### config.mk
export PLATFORM = sky130hd
export DESIGN_NAME = reg_scoreboard
export DESIGN_NICKNAME = d
export VERILOG_FILES = /design/src/rtl/reg_scoreboard_pkg.sv /design/src/rtl/sb_counter.sv /design/src/rtl/reg_scoreboard.sv
export SDC_FILE = /design/constraint.sdc
export NUM_CORES = 1
export LEC_CHECK = 0
export BUFFER_PORTS_ARGS = -buffer_cell sky130_fd_sc_hd__buf_2
export CORE_UTILIZATION = 40
export DETAILED_ROUTE_END_ITERATION = 8
export GPL_TIMING_DRIVEN = 0
export SYNTH_ARGS = -nofsm -noshare
export SYNTH_HDL_FRONTEND = slang
export SYNTH_SLANG_ARGS = --single-unit
### constraint.sdc
create_clock -name i_clk -period 3.6 [get_ports i_clk]
set_clock_uncertainty 0.1 [all_clocks]
set_input_delay 0.54 -clock i_clk [delete_from_list [all_inputs] [get_ports i_clk]]
set_output_delay 0.54 -clock i_clk [all_outputs]
set_load 0.01 [all_outputs]
### src/rtl/reg_scoreboard_pkg.sv
// Shared constants for the register-file write scoreboard.
package reg_scoreboard_pkg;
    localparam int unsigned REG_AW      = 5;
    localparam int unsigned NUM_REGS    = 32;
    localparam int unsigned CNT_W_DEF   = 2;
    localparam int unsigned STALL_W_DEF = 16;
endpackage

### src/rtl/sb_counter.sv
// Per-register pending-write counter: saturating up/down, inc+dec together holds the value.
module sb_counter
    import reg_scoreboard_pkg::*;
#(
    parameter int unsigned CNT_W = CNT_W_DEF
) (
    input  logic i_clk,
    input  logic i_rst_n,
    input  logic i_inc,
    input  logic i_dec,
    output logic o_zero,
    output logic o_full,
    output logic o_nz_next
);
    logic [CNT_W-1:0] r_count;
    logic [CNT_W-1:0] w_count_d;

    always_comb begin
        w_count_d = r_count;
        if (i_inc && !i_dec && (r_count != '1)) begin
            w_count_d = r_count + 1'b1;
        end else if (i_dec && !i_inc && (r_count != '0)) begin
            w_count_d = r_count - 1'b1;
        end
    end

    always_ff @(posedge i_clk or negedge i_rst_n) begin
        if (!i_rst_n) begin
            r_count <= '0;
        end else begin
            r_count <= w_count_d;
        end
    end

    assign o_zero    = (r_count == '0);
    assign o_full    = (r_count == '1);
    assign o_nz_next = (w_count_d != '0);
endmodule

### src/rtl/reg_scoreboard.sv
// Register-file write scoreboard: stalls issue on RAW hazards and pending-write saturation,
// tracks busy state, a saturating stall counter and a sticky writeback-underflow flag.
module reg_scoreboard
    import reg_scoreboard_pkg::*;
#(
    parameter int unsigned CNT_W   = CNT_W_DEF,
    parameter int unsigned STALL_W = STALL_W_DEF
) (
    input  logic              i_clk,
    input  logic              i_rst_n,
    input  logic              i_issue_valid,
    input  logic [REG_AW-1:0] i_issue_rs,
    input  logic [REG_AW-1:0] i_issue_rt,
    input  logic              i_issue_use_rs,
    input  logic              i_issue_use_rt,
    input  logic              i_issue_we,
    input  logic [REG_AW-1:0] i_issue_rd,
    input  logic              i_wb_valid,
    input  logic [REG_AW-1:0] i_wb_a3,
    output logic              o_stall,
    output logic              o_busy,
    output logic [STALL_W-1:0] o_stall_cnt,
    output logic              o_err_underflow
);
    logic [NUM_REGS-1:0] w_nz;
    logic [NUM_REGS-1:0] w_full;
    logic [NUM_REGS-1:0] w_nz_next;
    logic                w_accept;
    logic                w_underflow;
    logic                r_busy;
    logic                r_err;
    logic [STALL_W-1:0]  r_stall_cnt;

    // Register 0 is never tracked, so its status bits are tied low.
    assign w_nz[0]      = 1'b0;
    assign w_full[0]    = 1'b0;
    assign w_nz_next[0] = 1'b0;

    for (genvar r = 1; r < NUM_REGS; r++) begin : g_reg
        logic w_inc;
        logic w_dec;
        logic w_zero;

        assign w_inc = w_accept && i_issue_we && (i_issue_rd == REG_AW'(r));
        assign w_dec = i_wb_valid && (i_wb_a3 == REG_AW'(r)) && w_nz[r];

        sb_counter #(
            .CNT_W (CNT_W)
        ) u_cnt (
            .i_clk     (i_clk),
            .i_rst_n   (i_rst_n),
            .i_inc     (w_inc),
            .i_dec     (w_dec),
            .o_zero    (w_zero),
            .o_full    (w_full[r]),
            .o_nz_next (w_nz_next[r])
        );

        assign w_nz[r] = ~w_zero;
    end

    // Hazards use pre-edge pending state only; a same-cycle writeback does not bypass.
    assign o_stall = i_issue_valid &&
                     ((i_issue_use_rs && (i_issue_rs != '0) && w_nz[i_issue_rs]) ||
                      (i_issue_use_rt && (i_issue_rt != '0) && w_nz[i_issue_rt]) ||
                      (i_issue_we     && (i_issue_rd != '0) && w_full[i_issue_rd]));

    assign w_accept    = i_issue_valid && !o_stall;
    assign w_underflow = i_wb_valid && (i_wb_a3 != '0) && !w_nz[i_wb_a3];

    always_ff @(posedge i_clk or negedge i_rst_n) begin
        if (!i_rst_n) begin
            r_busy      <= 1'b0;
            r_err       <= 1'b0;
            r_stall_cnt <= '0;
        end else begin
            r_busy <= |w_nz_next;
            r_err  <= r_err | w_underflow;
            if (o_stall && (r_stall_cnt != '1)) begin
                r_stall_cnt <= r_stall_cnt + 1'b1;
            end
        end
    end

    assign o_busy          = r_busy;
    assign o_err_underflow = r_err;
    assign o_stall_cnt     = r_stall_cnt;
endmodule

==> flow_summary_export.csv, run 1 <==
group,metric,value,unit
route,drt_iter0_markers,601,
synth,synth_edf_count,0,
synth,synth_area,7370,µm²
place,post-place-cells,1082,
hold_path,worstHoldPathType,"in -> async",
floorplan,die_w,138,µm
sta,fin_crit_sh,110,%
synth,synth_fp_nets,907,
pwr,power_density,685,nW/µm²
setup_path,r2r_setup_slack,-350,ps
sta,drv_slew,0,
pwr,vdd_ir_drop_max,0.378,mV
clock_tree,cts_num_sinks,80,
sta,timing.final.crit_period,3950,ps
setup_path,arrival,4060,ps
synth,synth_seq_area_share,27.2,%
synth,synth_compound_area_share,12.5,%
synth,synthAdderAreaFrac,12.3,%
global_route,overflow,0,
place,portBuffers,35,
setup_path,cp-startpoint,"g_reg[13].u_cnt.r_count[1]",
synth,yosys.area_share.simple,22.9,%
route,finalWirelength,23.4,mm
outcome,violations,"setup timing",
route,drc,0,
pwr,power,6.37,mW
sta,rsz0062_at_grt,"true",
floorplan,initial_core_util,40.9,%
synth,async_flop_share,100,%
clock_tree,path_clk_slew,70,ps
pwr,sw_frac_of_total,41.3,%
pwr,netSwitchingPower,2.63,mW
sta,slew_headroom,40.9,%
setup_path,criticalPathCategory,"reg -> reg",
pwr,p_seq_share,23.5,%
pwr,combPwrFrac,59.8,%
synth,synth_seq_cells,80,
route,ant_nets,0,
final_layout,fin_nets,1004,
global_route,grt_pass1_wl,35.4,mm
floorplan,rows,49,
sta,max_clock_freq,0.253,GHz
clock_tree,clock_latency,360,ps
synth,postSynthCellCount,817,
global_route,antenna_found_initial,0,
synth,synth_top_family_by_area,"simple AND/OR/NAND/NOR gates",
clock_tree,root_buffer,"clkbuf_16",
final_layout,drive_above_1_share,28.5,%
pwr,p_clk_share,16.8,%
route,avgViaCountPerCell,5.93,
route,avgRoutedWirePerCell,20.4,µm
synth,yosys_warnings,0,
setup_path,start_kind,"flip-flop",
route,vias,6806,
final_layout,fillers,1674,
clock_tree,cts_buffers,9,
floorplan,coreArea,18000,µm²
global_route,first_global_vias,6340,
sta,fin_ws,-350,ps
sta,worstMarginPinSlew,879,ps
global_route,grt_usage,25.4,%
clock_tree,htreeDepth,3,
run,drv_cap,0,
sta,setup_viol,1,
synth,synth-main-ff-cell,"dfrtp_1",
final_layout,instances_no_fill,1148,
synth,synth.avg_cell_area,9.02,µm²
outcome,status,"finished with violations",
place,place.gp.congestion,0.976,
pwr,power_leakage,3.87,nW
final_layout,area_growth,26.3,%
setup_path,endpoint_kind,"flip-flop",
clock_tree,clockBufferDepth,2,
floorplan,num_io_pins,46,
route,drtPass1Iterations,5,
final_layout,insertedDiodeCount,0,
setup_path,rr_endpoint,"o_busy",
floorplan,die_area,19000,µm²
setup_path,endpoint,"o_busy",
setup_path,crit_required,3710,ps
setup_path,timing.rr.start,"g_reg[13].u_cnt.r_count[1]",
place,dpl.hpwl,17.4,mm
setup_path,rr_worst_depth,14,
setup_path,crit_fanout,5,
global_route,grt_max_degree,47,
sta,hold_viol_final,0,
synth,synth_xor_area_share,7.51,%
synth,synth_mux_area_share,11.4,%
pwr,p_int,3.74,mW
floorplan,die_h,138,µm
clock_tree,cts_tree,"yes",
synth,synth_cell_types,77,
[layout make-up]
| type | count | area (µm²) | share of cell area [%] |
|---|---|---|---|
| multi-input combinational | 632 | 5560 | 59.7 |
| clock inverter | 7 | 109 | 1.17 |
| tap | 229 | 287 | 3.08 |
| inverter | 77 | 289 | 3.11 |
| timing repair buffer | 86 | 616 | 6.62 |
| clock buffer | 9 | 225 | 2.42 |
| buffer | 28 | 218 | 2.34 |
| sequential | 80 | 2000 | 21.5 |
[synthesized netlist by cell type, drive strengths merged, types with 3 or more instances]
master / instances / area share [%]
o21a: 3 / 0.31
o22ai: 7 / 0.68
and4: 5 / 0.59
nand3b: 5 / 0.51
xnor2: 48 / 5.7
and2: 8 / 0.68
nor2b: 9 / 0.76
nor2: 45 / 2.3
a21o: 3 / 0.31
mux2i: 29 / 3.9
o211ai: 8 / 0.82
inv: 77 / 3.9
o31ai: 12 / 1.2
nor3b: 7 / 0.71
nand4: 6 / 0.51
nor3: 45 / 3.2
a211o: 6 / 0.71
or4: 9 / 0.97
nand2b: 13 / 1.1
nand2: 57 / 2.9
mux4: 21 / 6.5
and3: 14 / 1.3
nand3: 24 / 1.6
dfrtp: 80 / 27
nor4: 19 / 1.6
mux2: 6 / 0.97
a31oi: 9 / 0.76
maj3: 12 / 1.6
or2: 6 / 0.51
buf: 14 / 1.2
a22oi: 7 / 0.71
a21oi: 31 / 2.2
a211oi: 5 / 0.51
xor2: 10 / 1.2
o21ai: 16 / 1.1
ha: 63 / 11
or3: 27 / 2.3
clkbuf: 14 / 0.98
[power groups by stage]
stage	Clock, mW	Sequential, mW	Combinational (mW)
6_report	1.07	1.50	3.81
3_5_place_dp	0	1.54	2.79
3_3_place_gp	0	1.53	2.76
2_1_floorplan	0	1.49	2.00
5_1_grt	1.12	1.54	4.11
4_1_cts	1.08	1.48	3.42
[how the worst min path moves through the flow]
stage                                      end
finish              g_reg[12].u_cnt.r_count[0]
global route        g_reg[12].u_cnt.r_count[0]
CTS                 g_reg[12].u_cnt.r_count[0]
detailed placement             o_err_underflow
global placement               o_err_underflow
floorplan           g_reg[10].u_cnt.r_count[0]
[state kept, by name (all words and copies together) (netlist names)]
signal and flops:
g.u_cnt.r_count 62, o_err_underflow 1, o_busy 1, o_stall_cnt 16
[per-layer routing]
metal / vias up / global-route usage [%] / routed length [µm]
li1: 3171 / - / -
met2: 285 / 40.1 / 10600
met4: 0 / 9.36 / 687
met5: - / 0 / 0
met3: 46 / 4.27 / 1790
met1: 3304 / 34.8 / 10300
[worst max-delay path, stage by stage, from the launching register on]
cell and delay (ps):
dfrtp_1 400, inv_1 90, ha_2 240, mux4_2 240
mux2i_1 60, and2b_2 250, o22a_4 190, buf_4 200
nand2_2 90, or4_4 540, xnor2_2 160, or3_1 360
or4_4 450, nor4b_2 270, nand4_1 140
[kinds of logic (layout without fill, tap and decap cells)]
family | count (synthesis) | in the layout
AOI/OAI and AO/OA | 131 | 131
xor gates and xnor gates | 60 | 60
adders and majority gates | 75 | 75
buffers and inverters | 105 | 207
DFF | 80 | 80
muxes | 56 | 56
and+or+nand+nor | 310 | 310
[layout by cell type, fill, tap and decap left out, types with 6 or more instances in the layout]
cell type  synthesis  final
and3_1            11      9
nand4_1            6      6
maj3_1            12     12
nand2b_1          13     13
ha_2               0     15
nor3b_1            7      6
mux2i_1           29     28
buf_6              4     10
xor2_1            10     10
nand2_1           57     56
or2_2              6      6
mux4_2            19     19
buf_2              5     35
nor2b_1            9      7
o211ai_1           8      8
dfrtp_1           80     80
ha_4               0     21
a211o_1            6      6
ha_1              63     27
nor2_1            45     44
nor3_1            44     36
nor4_1            19     14
o22ai_1            6      6
o31ai_1           12     11
o21ai_0           16     14
buf_4              0     44
clkbuf_16          0      9
inv_1             77     63
inv_2              0     14
a22oi_1            7      6
or3_1             26     24
a31oi_1            9      9
nand3_1           24     21
xnor2_1           48     44
clkbuf_1          12      7
a21oi_1           30     30
[timing repair]
action	in CTS	in global routing
pin swaps	17	22
setup buffers	40	10
endpoints found under the setup margin	46	7
resized for setup	85	66
hold buffers	0	0
[through the flow]
step	setup TNS, ps	instance area, µm²	setup slack [ps]	utilization, %	hold WS, ps
after global placement	-14610	7890	-1350	43.8	335
after global routing	-494	9300	-464	51.6	99.0
after floorplan	0	7430	17.1	-	144
after detailed placement	-14690	7920	-1320	44.0	343
final	-350	9300	-350	51.6	57.4
after CTS	-418	8890	-418	49.3	91.1
(Power assumes the default switching activity.)
==> run 2: changes to the inputs <==
HOLD_SLACK_MARGIN = 0.15   (was not set)
==> flow_summary_export.csv, run 2 (synthesis results as in run 1) <==
group,metric,value,unit
route,avgViaCountPerCell,5.93,
setup_path,crit_slowest_cell,"mux4_2",
place,dpl.hpwl,17.4,mm
clock_tree,root_buffer,"clkbuf_16",
floorplan,coreArea,18000,µm²
pwr,power_leakage,3.87,nW
route,ant_nets,0,
setup_path,endpoint_kind,"flip-flop",
route,drtPass1Iterations,5,
hold_path,worstHoldPathType,"reg -> reg",
route,avgRoutedWirePerCell,20.4,µm
clock_tree,cts_num_sinks,80,
pwr,power,6.38,mW
clock_tree,htreeDepth,3,
clock_tree,clockBufferDepth,2,
clock_tree,cts_buffers,9,
sta,slew_headroom,38.8,%
route,vias,6815,
clock_tree,clock_latency,360,ps
place,place.gp.congestion,0.976,
pwr,power_density,685,nW/µm²
floorplan,die_h,138,µm
floorplan,initial_core_util,40.9,%
global_route,grt_max_degree,47,
final_layout,regMostFlops,"g.u_cnt.r_count",
setup_path,rr_worst_depth,12,
setup_path,arrival,4060,ps
final_layout,fin_nets,1005,
final_layout,layout_commonest_cell,"dfrtp_1",
sta,setup_viol,1,
final_layout,area_growth,26.4,%
sta,rsz0062_at_grt,"true",
sta,worstMarginPinSlew,910,ps
floorplan,rows,49,
clock_tree,cts_tree,"yes",
clock_tree,path_clk_slew,70,ps
final_layout,insertedDiodeCount,0,
sta,fin_tns_setup,-351,ps
route,finalWirelength,23.4,mm
sta,max_clock_freq,0.253,GHz
global_route,antenna_found_initial,0,
floorplan,die_area,19000,µm²
sta,drv_slew,0,
setup_path,crit_required,3710,ps
final_layout,layout_common_cells,"dfrtp_1 (80), inv_1 (63), nand2_1 (56)",
final_layout,largest_reg_flops,62,
setup_path,crit_chain,"inv_1 > ha_2 > mux4_2 > a221o_2 > o22a_4 > buf_4 > and3_1 > xor2_1 > or3_1 > or4_4 > nor4b_2 > nand4_1",
global_route,first_global_vias,6340,
route,drt_iter0_markers,618,
global_route,grt_usage,25.4,%
sta,fin_ws,-351,ps
hold_path,whs_path_depth,1,
pwr,vdd_ir_drop_max,0.378,mV
outcome,violations,"setup timing",
global_route,grt_pass1_wl,35.4,mm
route,drc,0,
floorplan,num_io_pins,46,
floorplan,die_w,138,µm
sta,hold_viol_final,0,
setup_path,slowest_delay,490,ps
run,drv_cap,0,
setup_path,crit_fanout,5,
final_layout,drive_above_1_share,28.5,%
global_route,overflow,0,
sta,fin_crit_sh,110,%
setup_path,start_kind,"flip-flop",
place,portBuffers,35,
sta,timing.final.crit_period,3950,ps
outcome,status,"finished with violations",
setup_path,criticalPathCategory,"reg -> reg",
## run 2: cell types whose count changed in the layout (fill, tap and decap cells not counted)
cell / delta
dlygate4sd3_1: +1
## run 2: layout make-up
| class | count | area, µm² |
|---|---|---|
| tap | 229 | 287 |
| inverter | 77 | 289 |
| sequential | 80 | 2000 |
| fill | 1671 | 8710 |
| timing repair buffer | 87 | 626 |
| multi-input combinational | 632 | 5560 |
| clock inverter | 7 | 109 |
| buffer | 28 | 218 |
| clock buffer | 9 | 225 |
## run 2: through the flow
stage | util, % | worst slack [ps] | instances | hold WS [ps] | instance area (µm²)
after detailed placement | 44.0 | -1320 | 1082 | 343 | 7920
after floorplan | - | 17.1 | 817 | 144 | 7430
after global placement | 43.8 | -1350 | 1081 | 335 | 7890
after global routing | 51.7 | -464 | 1149 | 383 | 9310
after CTS | 49.4 | -418 | 1139 | 358 | 8900
final | 51.7 | -351 | 1149 | 352 | 9310
## run 2: critical path: cells and delay by family, from the launching register on
kind                       cells  cell delay [ps]
AOI/OAI and AO/OA              2              690
buffers and inverters          2              260
and+or+nand+nor                5             1480
adders and majority gates      1              220
xor gates and xnor gates       1              180
muxes                          1              490
DFF                            1              370
## run 2: metal layers
| metal | global-route usage, % | part of all wire [%] | vias up |
|---|---|---|---|
| met4 | 9.36 | 3.1 | 0 |
| li1 | - | - | 3167 |
| met1 | 34.8 | 44 | 3313 |
| met3 | 4.27 | 7.6 | 59 |
| met5 | 0 | 0 | - |
| met2 | 40.1 | 45 | 276 |
## run 2: worst paths after layout
check	startpoint	end	slack, ps
worst min register to register	o_err_underflow	o_err_underflow	350
max in group asynchronous	i_rst_n	g_reg[29].u_cnt.r_count[1]	2160
worst min-delay path	o_err_underflow	o_err_underflow	350
min in group asynchronous	i_rst_n	g_reg[12].u_cnt.r_count[0]	600
worst max register to register	g_reg[5].u_cnt.r_count[0]	o_busy	-350
worst max-delay path	g_reg[5].u_cnt.r_count[0]	o_busy	-350
## run 2: where the power goes
part	switching, mW	internal (mW)	leakage (nW)
clock network	0.445	0.624	0.164
logic	1.92	1.90	2.70
registers	0.272	1.22	1.01
## run 2: repair_timing
| action | CTS | global route |
|---|---|---|
| buffers inserted | 40 | 10 |
| endpoints found under the hold margin | 34 | 0 |
| hold buffers | 1 | 0 |
| pin swaps | 17 | 22 |
| gates resized for setup | 85 | 66 |
| endpoints found under the setup margin | 46 | 7 |
